$ cat src/rtl/register_file_arbiter.sv
// register_file_arbiter: round-robin valid/ready sharing of one register_file write port and read port a, with a zeroing sweep after reset
//   clk, reset                      : clock, synchronous active-high reset
//   reqN_valid/write/index/wdata    : requester N transaction (N=0,1)
//   reqN_ready                      : requester N granted this cycle
//   respN_valid/respN_rdata         : 1-cycle read response pulse / held read data
//   rf_read_index_a, rf_read_data_a : register_file read port a (combinational read)
//   rf_write_index/data/enable      : register_file write port
module register_file_arbiter #(
  parameter int DATA_WIDTH  = 16,
  parameter int INDEX_WIDTH = 2
) (
  input  logic                   clk,
  input  logic                   reset,
  input  logic                   req0_valid,
  output logic                   req0_ready,
  input  logic                   req0_write,
  input  logic [INDEX_WIDTH-1:0] req0_index,
  input  logic [DATA_WIDTH-1:0]  req0_wdata,
  output logic                   resp0_valid,
  output logic [DATA_WIDTH-1:0]  resp0_rdata,
  input  logic                   req1_valid,
  output logic                   req1_ready,
  input  logic                   req1_write,
  input  logic [INDEX_WIDTH-1:0] req1_index,
  input  logic [DATA_WIDTH-1:0]  req1_wdata,
  output logic                   resp1_valid,
  output logic [DATA_WIDTH-1:0]  resp1_rdata,
  output logic [INDEX_WIDTH-1:0] rf_read_index_a,
  input  logic [DATA_WIDTH-1:0]  rf_read_data_a,
  output logic [INDEX_WIDTH-1:0] rf_write_index,
  output logic [DATA_WIDTH-1:0]  rf_write_data,
  output logic                   rf_write_enable
);
  typedef enum logic {INIT, RUN} state_t;
  state_t state, next_state;
  logic [INDEX_WIDTH-1:0] cnt;
  logic rr, g0, g1, gw;
  logic [INDEX_WIDTH-1:0] g_index;
  logic [DATA_WIDTH-1:0] g_wdata;
  always_comb begin
    next_state = state;
    g0 = 1'b0;
    g1 = 1'b0;
    if (state == INIT) next_state = (cnt == {INDEX_WIDTH{1'b1}}) ? RUN : INIT;
    if (state == RUN && !reset) begin
      g0 = req0_valid && (!req1_valid || !rr);
      g1 = req1_valid && (!req0_valid || rr);
    end
    gw = g0 ? req0_write : req1_write;
    g_index = g0 ? req0_index : req1_index;
    g_wdata = g0 ? req0_wdata : req1_wdata;
  end
  assign req0_ready = g0;
  assign req1_ready = g1;
  assign rf_write_enable = !reset && (state == INIT || ((g0 || g1) && gw));
  assign rf_write_index = reset ? '0 : state == INIT ? cnt : ((g0 || g1) && gw) ? g_index : '0;
  assign rf_write_data = ((g0 || g1) && gw) ? g_wdata : '0;
  assign rf_read_index_a = ((g0 || g1) && !gw) ? g_index : '0;
  always_ff @(posedge clk) begin
    if (reset) begin
      state <= INIT;
      cnt <= '0;
      rr <= 1'b0;
      resp0_valid <= 1'b0;
      resp1_valid <= 1'b0;
      resp0_rdata <= '0;
      resp1_rdata <= '0;
    end else begin
      state <= next_state;
      if (state == INIT) cnt <= cnt + 1'b1;
      if (g0 || g1) rr <= g0;
      resp0_valid <= g0 && !gw;
      resp1_valid <= g1 && !gw;
      if (g0 && !gw) resp0_rdata <= rf_read_data_a;
      if (g1 && !gw) resp1_rdata <= rf_read_data_a;
    end
  end
endmodule

$ cat config.mk
export PLATFORM = sky130hd
export DESIGN_NAME = register_file_arbiter
export DESIGN_NICKNAME = d
export VERILOG_FILES = /design/src/rtl/register_file_arbiter.sv
export SDC_FILE = /design/constraint.sdc
export NUM_CORES = 1
export LEC_CHECK = 0
export BUFFER_PORTS_ARGS = -buffer_cell sky130_fd_sc_hd__buf_2
export CAP_MARGIN = 5
export CORE_MARGIN = 8
export CORE_UTILIZATION = 38
export CTS_CLUSTER_SIZE = 14
export DETAILED_ROUTE_END_ITERATION = 7
export GPL_ROUTABILITY_DRIVEN = 0
export MAX_ROUTING_LAYER = met4
export PLACE_DENSITY = 0.76
export REMOVE_ABC_BUFFERS = 1
export SKIP_LAST_GASP = 1
export SLEW_MARGIN = 30
export SYNTH_ARGS = -nofsm -noshare
export SYNTH_HDL_FRONTEND = slang
export SYNTH_SLANG_ARGS = --single-unit
$ cat constraint.sdc
create_clock -name clk -period 1.4 [get_ports clk]
set_input_delay 0 -clock clk [delete_from_list [all_inputs] [get_ports clk]]
set_output_delay 0 -clock clk [all_outputs]
set_load 0.01 [all_outputs]
# Yosys cells after proc, flatten, opt, wreduce, memory -nomap -nowiden
# Index checks and enable logic that the tools add are counted.
# word_totals
reg_bits,38
in_bits,58
out_inout_bits,57
elab_cells,39
# classes
n_addsub,1
eq_ne,1
n_mux,12
bitwise_logic,1
n_reduce_logical,17
# op_table
op,n
$mux W16,2
$mux W2,5
$logic_and A1 B1 Y1,8
$logic_not A1 Y1,5
$mux W1,5
$logic_or A1 B1 Y1,4
$add A2 B1 Y2 const B,1
$eq A2 B2 Y1 const B,1
$not A1 Y1,1

# Depth between registers and ports, before layout
# depth
depth_word,9
mapped_depth,8
mapped_depth_nobuf,5

# Least setup slack after synthesis
# OpenSTA, ideal clock, no wires.
# synth_timing
path_type,register to output
startpoint,register state
endpoint,output port rf_write_data[0]
arrival_time_ns,1.489
required_time_ns,1.400
slack_ns,-0.089
path_stages_with_launch,7
n_path_buf,2
path_cell_list,dfxtp_1 buf_4 nand2b_4 nor3_1 a22oi_4 buf_6 a21oi_2
# synth_between
elab_chain_len,5
word_cells_on_any_way,8
classes_between,5 x mux; 3 x reduce/logical
# synth_lines
element,line,rtl
"start, declared",35,"state_t state, next_state;"
"start signal, assigned",69,state <= next_state;
$logic_and A1 B1 Y1,45,if (state == RUN && !reset) begin
$mux W1,45,
net req1_ready,22,"output logic req1_ready,"
$logic_or A1 B1 Y1,57,assign rf_write_data = ((g0 || g1) && gw) ? g_wdata : '0;
$logic_and A1 B1 Y1,57,
$mux W16,57,
"end, declared",31,"output logic [DATA_WIDTH-1:0] rf_write_data,"
# The timed path passes the listed nets, and every way through them passes these cells.

# Worst setup path in the final report
# layout_timing
startpoint,register rr
endpoint,output port rf_write_data[8]
# layout_between
elab_chain_len,7
word_cells_on_any_way,12
classes_between,5 x mux; 7 x reduce/logical
# layout_lines
element,line,rtl
"start, declared",37,"logic rr, g0, g1, gw;"
"start signal, assigned",71,if (g0 || g1) rr <= g0;
$logic_not A1 Y1,46,g0 = req0_valid && (!req1_valid || !rr);
$logic_or A1 B1 Y1,46,
$logic_and A1 B1 Y1,46,
$mux W1,45,
$mux W1 / $logic_or A1 B1 Y1 (equally long branches),"49, 57",
$logic_and A1 B1 Y1,57,
$mux W16 (*),57,
# Every way passes the cells marked *; elsewhere a longest branch is shown, timed or not.

==> impl_metrics.py <==
metrics = {
    "die": {
        "die_y_microns": 84.02,
        "rows": 24,
        "core_area_sq_um": 4414,
        "ioPinCount": 115,
        "start_util": 0.3982,
        "die-area_sq_um": 7059,
        "die_w_microns": 84.02,
    },
    "power_and_ir_drop": {
        "total_power_mw": 2.188,
        "power_leakage_nw": 1.344,
        "peakVddDrop_mv": 0.5969,
        "power_density_nw_per_um2": 789.7,
    },
    "critical_path": {
        "worstPathMaxFanout": 11,
        "rr_endpoint": "resp1_rdata[15]",
        "worstPathRequired_ps": 1400,
        "worstPathArrival_ps": 1680,
        "end_kind": "output port",
        "regToRegSetupSlack_ps": 20,
        "timing.rr.start": "state",
        "cp-start-kind": "register",
        "reg2reg_depth": 5,
        "worstSetupPathType": "reg2out",
    },
    "layout": {
        "final_cell_mix": "buf_2 (114), nand2_1 (48), dfxtp_1 (36)",
        "drive_above_1_share": 0.4618,
        "final_common_cell": "buf_2",
        "final_nets": 412,
        "area_delta_synth_final_pct": 57.65,
    },
    "synth": {
        "synth-seq-cells": 38,
        "synth-seq-area-share": 0.4327,
        "synth_area_sq_um": 1758,
        "ys_warn_count": 0,
        "syn_avg_cell_area_sq_um": 8.292,
        "synth_cells": 212,
        "yosysUniqueCellTypes": 27,
    },
    "drt": {
        "drtIter0Drc": 88,
        "routed_wl_microns": 6007,
        "maxUsedRoutingLayer": "met4",
        "wl_met1_microns": 2392,
        "antenna_left": 0,
        "via_per_inst": 4.869,
        "dr_wl_met2_microns": 2973,
        "drc": 0,
        "wl_met3_microns": 573,
        "first_pass_iters": 4,
        "vias": 1977,
        "wl_per_cell_microns": 14.80,
    },
    "place": {
        "dp_hpwl_microns": 4425,
        "port_buffers": 114,
    },
    "job": {
        "cap_violations": 0,
    },
    "clocking": {
        "clock_latency_ps": 280,
        "cts-htree-levels": 2,
        "clock_sinks": 38,
        "numCtsBuffers": 5,
        "clk_pin_slew_worst_paths_ps": 70,
        "clockBufferDepth": 2,
        "root_buffer": "clkbuf_8",
        "cts_tree": "yes",
    },
    "sta": {
        "finalMaxSlewViolations": 0,
        "tightest_slew_ps": 393.7,
        "slew_headroom": 0.7375,
        "finalSetupViolCount": 22,
        "fin_crit_ps": 1682,
        "rsz0062_at_grt": "true",
        "finalHoldViolCount": 0,
        "fin_skew_ps": 1.584,
        "period_share": 1.201,
        "hold_ws_ps": 109.7,
        "fin_ws_ps": -281.8,
        "fmaxAchievable_mhz": 594.6,
    },
    "global_routing": {
        "grt_pass1_vias": 1997,
        "grt_pass1_wl_microns": 9591,
        "overflow": 0,
        "grt.total_usage": 0.1659,
        "antenna_found_initial": 1,
        "grt_max_degree": 40,
    },
    "hold_path": {
        "min_path_cells": 3,
        "min_from": "req0_valid",
        "min_to": "rr",
        "hold_class": "in2reg",
    },
    "outcome": {
        "status": "complete, but fails checks",
        "violations": "negative setup slack",
    },
}
flip-flops by register name, summed over array words and instances, names as in the netlist:
signal       count
cnt              2
resp0_rdata     16
resp0_valid      1
resp1_rdata     16
resp1_valid      1
rr               1
state            1
worst max-delay path by stage:
stage                      from           endpoint  slack (ps)  cells past startpoint
after floorplan           state     resp1_rdata[0]       -1980                      4
after global placement       rr  rf_write_index[0]         -30                      6
after detailed placement     rr  rf_write_index[0]         -60                      6
after CTS                    rr  rf_write_data[15]        -280                      7
after global routing         rr  rf_write_index[0]        -350                      6
final                        rr   rf_write_data[8]        -280                      7
stage by stage:
step	cell area (sq um)	TNS [ps]	cells	util	setup slack, ps
floorplan	1665	-46760	196	-	-1979
global placement	2440	-63.25	378	0.5527	-26.79
detailed placement	2440	-580.2	378	0.5527	-56.86
CTS	2734	-5240	405	0.6193	-282.2
global route	2771	-8110	406	0.6278	-347.2
finish	2771	-4917	406	0.6278	-281.8
where the power goes:
group | switching, mW | internal, mW | total [mW]
combinational | 0.184 | 0.192 | 0.376
sequential | 0.0185 | 1.11 | 1.13
clock | 0.344 | 0.343 | 0.687
layout make-up:
cell class / instances / area (sq um)
fillers: 371 / 1643
clock buffers: 7 / 76.32
well taps: 52 / 65.06
diodes: 1 / 2.502
multi-input cells: 154 / 925.9
repair buffers: 150 / 915.9
flip-flops and latches: 38 / 763.2
inverters: 4 / 22.52
kinds of logic (layout without fill, tap and decap cells):
kind of cell	after synthesis	after routing	share of synthesized area
DFF	38	38	0.4327
muxes	19	19	0.1082
buffers and inverters	20	161	0.06547
and+or+nand+nor	77	77	0.1801
xor gates and xnor gates	1	1	0.004983
adders and majority gates	1	1	0.007116
AOI/OAI and AO/OA	56	56	0.2014
other	0	1	0
worst max-delay path, cell delays in order, from the launching register on:
cell	delay [ps]
dfxtp_2	330
a21bo_1	170
or2_4	270
inv_8	70
a22oi_4	100
buf_12	180
a21oi_2	120
buf_2	150
synth_stat cells, drive strengths merged:
library cell	count	share of area
nor2	22	0.047
mux2i	19	0.11
a22oi	1	0.012
inv	4	0.013
or2	1	0.0036
a311oi	1	0.0050
buf	8	0.036
ha	1	0.0071
a21oi	34	0.12
nor4	1	0.0036
nand2	48	0.10
o21ai	16	0.046
clkbuf	8	0.017
nor3	2	0.0085
a21bo	1	0.0057
dfxtp	38	0.43
nor2b	1	0.0036
nand2b	2	0.011
o32ai	3	0.015
xor2	1	0.0050
what timing repair did:
action                     4_1_cts  5_1_grt
pin swaps                        0        1
hold buffers                    17        0
buffers inserted                 3        0
hold endpoints to repair        33        0
setup endpoints to repair       37       49
gates resized for setup          8        8
metal layers:
metal	vias to the layer above	GRT usage
li1	991	-
met1	885	0.1659
met2	94	0.2926
met3	7	0.06836
met4	0	0.03925
met5	-	-
No activity file was read; power rests on OpenSTA's default activity.
